File: config.mk
export PLATFORM = sky130hd
export DESIGN_NAME = framed_bit_tx
export DESIGN_NICKNAME = d
export VERILOG_FILES = /design/src/rtl/framed_bit_tx.sv
export SDC_FILE = /design/constraint.sdc
export NUM_CORES = 1
export LEC_CHECK = 0
export CAP_MARGIN = 20
export CORE_MARGIN = 1
export CORE_UTILIZATION = 60
export DETAILED_ROUTE_END_ITERATION = 10
export PLACE_DENSITY = 0.78
export SLEW_MARGIN = 10
export SYNTH_ARGS = -nofsm -noshare
export SYNTH_HDL_FRONTEND = slang
export SYNTH_SLANG_ARGS = --single-unit
File: constraint.sdc
create_clock -name clk -period 5.3 [get_ports clk]
set_input_delay 1.06 -clock clk [delete_from_list [all_inputs] [get_ports clk]]
set_output_delay 1.06 -clock clk [all_outputs]
set_load 0.01 [all_outputs]
File: src/rtl/framed_bit_tx.sv
// framed_bit_tx: FIFO-buffered serialiser emitting SYNC, LEN, payload and CRC-8 frames
module framed_bit_tx #(
  parameter int DATA_WIDTH = 32,
  parameter int FIFO_DEPTH = 16,
  parameter int LEN_WIDTH = 8,
  parameter int SYNC_WIDTH = 16,
  parameter logic [SYNC_WIDTH-1:0] SYNC_WORD = 16'hD391,
  parameter int BIT_DIV = 1
) (
  input logic clk,
  input logic rst,
  input logic i_valid,
  input logic [DATA_WIDTH-1:0] i_data,
  output logic o_ready,
  output logic [$clog2(FIFO_DEPTH):0] o_fifo_count,
  input logic [LEN_WIDTH-1:0] i_data_num,
  input logic i_tx_start,
  output logic o_tx_data,
  output logic o_tx_valid,
  output logic o_busy,
  output logic o_done,
  output logic o_start_err,
  output logic o_overflow
);
  localparam int AW = $clog2(FIFO_DEPTH);
  localparam int CW = AW + 1;
  localparam int M1 = SYNC_WIDTH > LEN_WIDTH ? SYNC_WIDTH : LEN_WIDTH;
  localparam int M2 = M1 > DATA_WIDTH ? M1 : DATA_WIDTH;
  localparam int SW = M2 > 8 ? M2 : 8;
  localparam int LW = $clog2(SW + 1);
  localparam int DW = $clog2(BIT_DIV + 1);
  typedef enum logic [2:0] {IDLE, SYNC, LEN, PAYLOAD, CRC, DONE} state_t;
  state_t state, nstate;
  logic [DATA_WIDTH-1:0] mem [FIFO_DEPTH];
  logic [DATA_WIDTH-1:0] word;
  logic [AW-1:0] wr_ptr, rd_ptr;
  logic [SW-1:0] sh, ld;
  logic [LW-1:0] left, ld_left;
  logic [DW-1:0] div;
  logic [LEN_WIDTH-1:0] num, wrd_left;
  logic [7:0] crc, crc_upd;
  logic push, pop, tick, adv, accept, in_crc, bit_nxt;
  for (genvar b = 0; b < DATA_WIDTH / 8; b++) begin : g_swap
    assign word[DATA_WIDTH-1-8*b -: 8] = mem[rd_ptr][8*b +: 8];
  end
  assign o_ready = o_fifo_count != CW'(FIFO_DEPTH);
  assign push = i_valid && o_ready;
  assign tick = div == DW'(BIT_DIV - 1);
  assign accept = state == IDLE && i_tx_start && i_data_num != '0 && 32'(i_data_num) <= 32'(o_fifo_count);
  assign adv = state == IDLE ? accept : state != DONE && tick && left == '0;
  assign nstate = state == IDLE ? SYNC : state == SYNC ? LEN : state == CRC ? DONE :
                  (state == PAYLOAD && wrd_left == '0) ? CRC : PAYLOAD;
  assign ld = nstate == SYNC ? SW'(SYNC_WORD) << (SW - SYNC_WIDTH) :
              nstate == LEN ? SW'(num) << (SW - LEN_WIDTH) :
              nstate == PAYLOAD ? SW'(word) << (SW - DATA_WIDTH) : SW'(crc) << (SW - 8);
  assign ld_left = LW'(nstate == SYNC ? SYNC_WIDTH - 1 : nstate == LEN ? LEN_WIDTH - 1 :
                       nstate == PAYLOAD ? DATA_WIDTH - 1 : 7);
  assign pop = adv && nstate == PAYLOAD;
  assign in_crc = nstate == LEN || nstate == PAYLOAD;
  assign bit_nxt = adv ? ld[SW-1] : sh[SW-1];
  assign crc_upd = {crc[6:0], 1'b0} ^ ({8{crc[7] ^ bit_nxt}} & 8'h07);
  always_ff @(posedge clk) begin
    if (push) mem[wr_ptr] <= i_data;
    if (rst) begin
      state <= IDLE;
      wr_ptr <= '0;
      rd_ptr <= '0;
      o_fifo_count <= '0;
      sh <= '0;
      left <= '0;
      div <= '0;
      num <= '0;
      wrd_left <= '0;
      crc <= '0;
      o_tx_data <= 1'b0;
      o_tx_valid <= 1'b0;
      o_busy <= 1'b0;
      o_done <= 1'b0;
      o_start_err <= 1'b0;
      o_overflow <= 1'b0;
    end else begin
      wr_ptr <= wr_ptr + AW'(push);
      rd_ptr <= rd_ptr + AW'(pop);
      o_fifo_count <= o_fifo_count + CW'(push) - CW'(pop);
      o_overflow <= o_overflow | (i_valid & ~o_ready);
      o_start_err <= state == IDLE && i_tx_start && !accept;
      o_done <= 1'b0;
      o_tx_valid <= 1'b0;
      if (adv) begin
        state <= nstate;
        sh <= ld << 1;
        left <= ld_left;
        div <= '0;
        o_tx_valid <= nstate != DONE;
        o_tx_data <= nstate != DONE && ld[SW-1];
        o_busy <= nstate != DONE;
        o_done <= nstate == DONE;
        if (state == IDLE) num <= i_data_num;
        crc <= state == IDLE ? 8'h00 : in_crc ? crc_upd : crc;
        if (state == LEN) wrd_left <= num - 1'b1;
        else if (pop) wrd_left <= wrd_left - 1'b1;
      end else if (state == DONE) begin
        state <= IDLE;
      end else if (state != IDLE) begin
        div <= tick ? '0 : div + 1'b1;
        if (tick) begin
          sh <= sh << 1;
          left <= left - 1'b1;
          o_tx_valid <= 1'b1;
          o_tx_data <= sh[SW-1];
          if (state == LEN || state == PAYLOAD) crc <= crc_upd;
        end
      end
    end
  end
endmodule

== After elaboration in Yosys (flattened, before gate mapping) ==
Memory sizes are Yosys's and may differ from the RTL's. A register that Yosys moved wholly into a read port is not among the register bits.
Cells that the tools add are included.

* Add/sub/neg operators: 8
* Multipliers: 0
* Div/mod/pow operators: 0
* Magnitude comparators: 1
* Eq/ne operators: 15
* Shifts and indexed selects: 0
* Muxes and demuxes: 43
* Bitwise operators: 8
* Reduce and logical (&&, ||, !) cells: 29

{| class="wikitable"
|+ Operators by type and width
! kind !! number
|-
| $mux 32 || 7
|-
| $mux 8 || 9
|-
| $mux 6 || 4
|-
| $mux 3 || 6
|-
| $sub 8x1->8 const B || 2
|-
| $mux 5 || 3
|-
| $mux 1 || 13
|-
| $eq 3x2->1 const B || 4
|-
| $logic_and 1x1->1 || 10
|-
| $eq 3x3->1 const B || 3
|-
| $add 4x1->4 || 2
|-
| $le 8x5->1 || 1
|-
| $logic_not 8->1 || 1
|-
| $reduce_bool 2->1 || 4
|-
| $reduce_bool 8->1 || 1
|-
| $xor 8x3->8 || 1
|-
| $eq 3x1->1 const B || 2
|-
| $logic_not 6->1 || 1
|-
| $ne 3x3->1 const B || 2
|-
| $reduce_and 2->1 || 3
|-
| $sub 6x1->6 const B || 1
|-
| $add 5x1->5 || 1
|-
| $ne 5x5->1 const B || 1
|-
| $reduce_and 5->1 || 1
|-
| other kinds (16) || 21
|}

* Register bits after elaboration: 84
* Bits in latches: 0
* RAM bits: 512
* Bits in read-only memories: 0
* Bits of input ports: 44
* Output and inout bits: 12
* Logic and storage cells: 121
* Memories: 1

{| class="wikitable"
|+ Memory list
! memory !! depth !! width !! read ports !! clocked after Yosys merged registers in !! write ports !! RTL line !! text
|-
| mem || 16 || 32 || 1 || 1 || 1 || 34 || <nowiki>logic [DATA_WIDTH-1:0] mem [FIFO_DEPTH];</nowiki>
|}

== Depth between registers and ports, before layout ==
* Depth in word-level cells: 18
* Depth in mapped cells: 16
* Mapped depth without buffers: 13

== Least setup slack after synthesis ==
No wires, ideal clock.

* Path type: input -> register
* Start: input i_valid
* End: memory mem[0][0] (enable)
* Setup time: 0.461 ns
* Arrival: 3.713 ns
* Data required time: 4.839 ns
* Path slack: 1.126 ns
* Stages: 3
* Path buffers: 0
* Path through: nand2_1 > or3_1 > nor3_1

* Longest elaborated chain between the ends: 3

{| class="wikitable"
|+ Ends and longest elaborated chain
! what !! RTL line !! text
|-
| from (decl) || 12 || <nowiki>input logic i_valid,</nowiki>
|-
| $logic_and 1x1->1 || 47 || <nowiki>assign push = i_valid && o_ready;</nowiki>
|-
| $mux 1 || 63 || <nowiki>if (push) mem[wr_ptr] <= i_data;</nowiki>
|-
| $mux 1 (implied by the code) || 63 ||
|-
| to (decl) || 34 ||
|}

Every way passes these cells.

== Final worst setup path ==
* Start: register state[0]
* End: register o_fifo_count[4]

* Longest elaborated chain between the ends: 9
* Elaborated cells on any way between the ends: 19
* Those cells by class: 1 x add/sub; 5 x eq/ne; 5 x mux; 8 x reduce/logical

{| class="wikitable"
|+ Ends and longest elaborated chain
! what !! RTL line !! text
|-
| from (decl) || 33 || <nowiki>state_t state, nstate;</nowiki>
|-
| from (signal assigned) || 90 || <nowiki>state <= nstate;</nowiki>
|-
| $eq 3x2->1 || 52 || <nowiki>(state == PAYLOAD && wrd_left == '0) ? CRC : PAYLOAD;</nowiki>
|-
| $logic_and 1x1->1 || 52 ||
|-
| $mux 3 || 52 ||
|-
| $mux 3 (3 in a row) || 51 || <nowiki>assign nstate = state == IDLE ? SYNC : state == SYNC ? LEN : state == CRC ? DONE :</nowiki>
|-
| $eq 3x2->1 || 58 || <nowiki>assign pop = adv && nstate == PAYLOAD;</nowiki>
|-
| $logic_and 1x1->1 (*) || 58 ||
|-
| $sub 5x1->5 (*) || 84 || <nowiki>o_fifo_count <= o_fifo_count + CW'(push) - CW'(pop);</nowiki>
|-
| to (signal assigned) || 84 ||
|-
| to (decl) || 15 || <nowiki>output logic [$clog2(FIFO_DEPTH):0] o_fifo_count,</nowiki>
|}

Mark *: on every way between the ends. The rest lies on a longest branch, timed or not.
A chain may end at the register's enable or synchronous reset.

==> out/results.tsv <==
stage	metric	value	unit
clocking	clock buffer depth	3	
global_routing	Global Route Usage Sum	0.274	
detailed_routing	final routed wire length divided by cell count	27.8	µm
power	Switching Fraction	0.251	
sta	Max Fclk	0.263	GHz
worst_setup_path	required arrival time at the worst endpoint	5.82	ns
floorplan	Chip Height	200	µm
logic_synthesis	dominant synthesized flop cell	edfxtp_1	
logic_synthesis	Yosys warning count	0	
run	total of max-cap violations	0	
worst_setup_path	kind of launch point of the worst setup path	flop	
status	result of the run	completed	
detailed_routing	Routed Antenna Nets	0	
global_routing	number of antenna violations at the first check in global routing	1	
place	final weighted congestion of routability-driven global placement	0.936	
worst_setup_path	cell class contributing the biggest share of worst-path delay	simple AND/OR/NAND/NOR gates	
final_layout	Diodes inserted	0	
clocking	TritonCTS buffer count	58	
place	count of port buffers added during placement	55	
global_routing	met2 usage	0.445	
detailed_routing	DRC violation total after the first TritonRoute iteration	1400	
detailed_routing	Post-route DRC	0	
sta	sum of negative setup slack	0	ns
detailed_routing	sum of routed wire length over all layers	53.5	mm
clocking	number of H-tree levels	2	
global_routing	most used routing layer in global routing	met2	
clocking	clock root cell	clkbuf_16	
detailed_routing	first-pass iteration count of the detailed router	5	
worst_setup_path	slowest library cell on the worst path	or4bb_1	
floorplan	Top-Level Pins	56	
sta	final critical delay including setup and external delays	3.81	ns
detailed_routing	DR vias/cell	6.51	
floorplan	number of cell rows	72	
sta	worst rel slew slack	0.328	
clocking	TritonCTS clock tree	built	
power	Pwr Density	431	nW/µm²
sta	Final Setup Violations	0	
power	Psw	2.91	mW
worst_setup_path	delay contributed by the slowest stage of the critical path	0.61	ns
clocking	Skew-Pair Late Insertion Delay	0.61	ns
power	part of the total power dissipated in combinational logic	0.150	
min_path	Hold Crit Class	flop to flop	
floorplan	die boundary width	200	µm
logic_synthesis	Syn Inst Count	1271	
floorplan	Die Area	40200	µm²
logic_synthesis	Post-synth EDFFs	512	
worst_setup_path	Worst Path Class, Setup	flop to flop	
logic_synthesis	average size of a mapped cell	18.6	µm²
place	post-detail-place hpwl	29.0	mm
worst_setup_path	cell-by-cell listing of the critical path	or4bb_1, nor4_4, or3_1, nor2_4, nand2_1, nand2_1, ha_1, fa_1, a21oi_1, nor2_1, or3_1, a21oi_1	
global_routing	first-pass GRT wire length	80.0	mm
global_routing	number of global-route vias before repair	12800	
worst_setup_path	critical path arrival	4.33	ns
logic_synthesis	post-synthesis sequential area ratio	0.721	
sta	transition time at the pin with the least slew margin	1.00	ns
clocking	Post-CTS Setup Repair Bufs	0	
final_layout	share of layout cells above drive strength 1	0.232	
final_layout	net count reported at finish	1414	
sta	final hold violation count	0	
sta	Worst Clk Skew	0.0107	ns
power	Max VDD drop	301	µV
sta	max-slew violation count	0	
logic_synthesis	synthesized cell area	23600	µm²
power	portion of total power attributed to the clock network	0.374	
clocking	# hold bufs at CTS	0	
floorplan	initial core utilization	0.610	
clocking	total of cells resized after clock tree synthesis	0	
power	total chip power	11.6	mW
detailed_routing	vias	12500	
worst_setup_path	sum of buffers and inverters on the critical path	0	
power	design internal power	8.69	mW
logic_synthesis	post-synthesis cell type count	65	
logic_synthesis	share of async-settable or async-resettable flops after synthesis	0	
sta	Tcrit/Tclk final	0.719	
logic_synthesis	synthesized net count	1332	
final_layout	Area growth, synth to finish	14.0	%
floorplan	core area	38700	µm²
global_routing	met3 Usage GRT	0.0557	
worst_setup_path	critical-path maximum fanout	12	
worst_setup_path	CP endpoint kind	flop	
sta	RSZ-0062 raised after global routing	false	
global_routing	largest net degree at the start of global routing	53	
global_routing	met1 Track Usage GR	0.368	
power	Leak Pwr	8.41	nW
clocking	number of sinks handled by clock tree synthesis	595	
logic_synthesis	Synth Register Bits	595	
power	sequential group share of total power	0.476	
global_routing	global route total overflow	0	
clocking	Clk pin slew, worst setup/hold paths	0.06	ns
final_layout	Fill cells	2450	
per-stage QoR:
| step | area (µm²) | instances | hold WS (ns) | utilization | setup WS (ns) |
|---|---|---|---|---|---|
| floorplan | 23600 | 1271 | 0.429 | - | 1.13 |
| global placement | 24900 | 1811 | 0.449 | 0.643 | 1.53 |
| detailed placement | 24900 | 1811 | 0.451 | 0.643 | 1.47 |
| CTS | 26900 | 1920 | 0.461 | 0.695 | 1.48 |
| global route | 26900 | 1920 | 0.490 | 0.695 | 1.25 |
| finish | 26900 | 1920 | 0.466 | 0.695 | 1.49 |
flip-flops by register name, summed over array words and instances, names as in the netlist:
name,cells
crc,8
left,6
mem,512
num,8
o_busy,1
o_done,1
o_fifo_count,5
o_overflow,1
o_start_err,1
o_tx_data,1
o_tx_valid,1
rd_ptr,4
sh,31
state,3
wr_ptr,4
wrd_left,8
final timing paths:
kind	from	cells past startpoint	slack, ns	endpoint
setup / recovery	state[0]	12	1.49	o_fifo_count[4]
hold / removal	sh[21]	2	0.47	sh[21]
setup reg to reg	state[0]	12	1.49	o_fifo_count[4]
hold reg to reg	sh[21]	2	0.47	sh[21]
power groups by stage:
stage / clock, mW / combinational [mW] / sequential, mW
6_report: 4.34 / 1.75 / 5.52
5_1_grt: 4.56 / 1.90 / 5.54
4_1_cts: 4.39 / 1.74 / 5.51
3_5_place_dp: 0 / 1.71 / 5.61
3_3_place_gp: 0 / 1.67 / 5.59
2_1_floorplan: 0 / 1.24 / 5.55
cell type report:
cell class | instances | area [µm²] | share of cell area
multi-input cells | 591 | 6280 | 0.233
repair buffers | 92 | 861 | 0.0320
clock inverters | 40 | 442 | 0.0164
inverters | 15 | 56.3 | 0.00209
well taps | 518 | 648 | 0.0241
flip-flops and latches | 595 | 17000 | 0.633
clock buffers | 69 | 1590 | 0.0589
worst register-to-register path, delay by kind of cell, from the launching register on:
| kind | cells | cell delay (ns) |
|---|---|---|
| simple gates | 8 | 2.19 |
| compound gates | 2 | 0.31 |
| flops | 1 | 0.58 |
| fa+ha+maj | 2 | 0.65 |
synthesized netlist by cell type, types with 5 or more instances:
cell type	number	area, µm²
a21oi_1	48	240
xnor2_1	8	70.1
nand2b_1	7	43.8
nor3_1	41	205
or3_1	5	31.3
ha_1	16	200
nor2_1	96	360
nand3_1	9	45.0
o21ai_0	22	110
a221oi_1	12	105
clkbuf_1	33	124
nand2_1	46	173
mux2i_1	10	100
o21ai_1	9	45.0
a211oi_1	11	82.6
and2_1	6	37.5
xor2_1	5	43.8
dfxtp_1	83	1660
buf_6	10	113
nor2b_1	13	81.3
o221ai_1	5	43.8
inv_1	14	52.6
mux4_2	154	3470
buf_2	20	100
a2bb2oi_1	11	96.3
edfxtp_1	512	15400
per-layer routing:
layer  vias to the layer above  routed length, µm
met2                       626              26600
li1                       5316                  -
met3                       113               4590
met4                         2               2010
met5                         -                 13
met1                      6444              20300
cells in the final DEF, fill, tap and decap left out, types with 6 or more instances in the layout:
master	netlist	final
a211oi_1	11	11
a21oi_1	48	48
a221oi_1	12	12
a2bb2oi_1	11	11
and2_1	6	6
buf_4	3	34
bufinv_16	0	10
clkbuf_16	0	61
clkdlybuf4s50_1	0	54
clkinv_1	0	15
clkinv_2	0	11
dfxtp_1	83	79
edfxtp_1	512	512
ha_1	16	16
inv_1	14	14
mux2i_1	10	10
mux4_2	154	154
nand2_1	46	46
nand2b_1	7	7
nand3_1	9	9
nor2_1	96	83
nor2_4	0	13
nor2b_1	13	12
nor3_1	41	37
o21ai_0	22	22
o21ai_1	9	8
xnor2_1	8	8
kinds of logic after synthesis:
kind of cell    share of synthesized area
xor+xnor                          0.00482
simple gates                       0.0484
compound gates                     0.0427
buf+inv                            0.0182
mux                                 0.155
fa+ha+maj                         0.00932
flops                               0.721
Power figures use the tool's default switching activity.
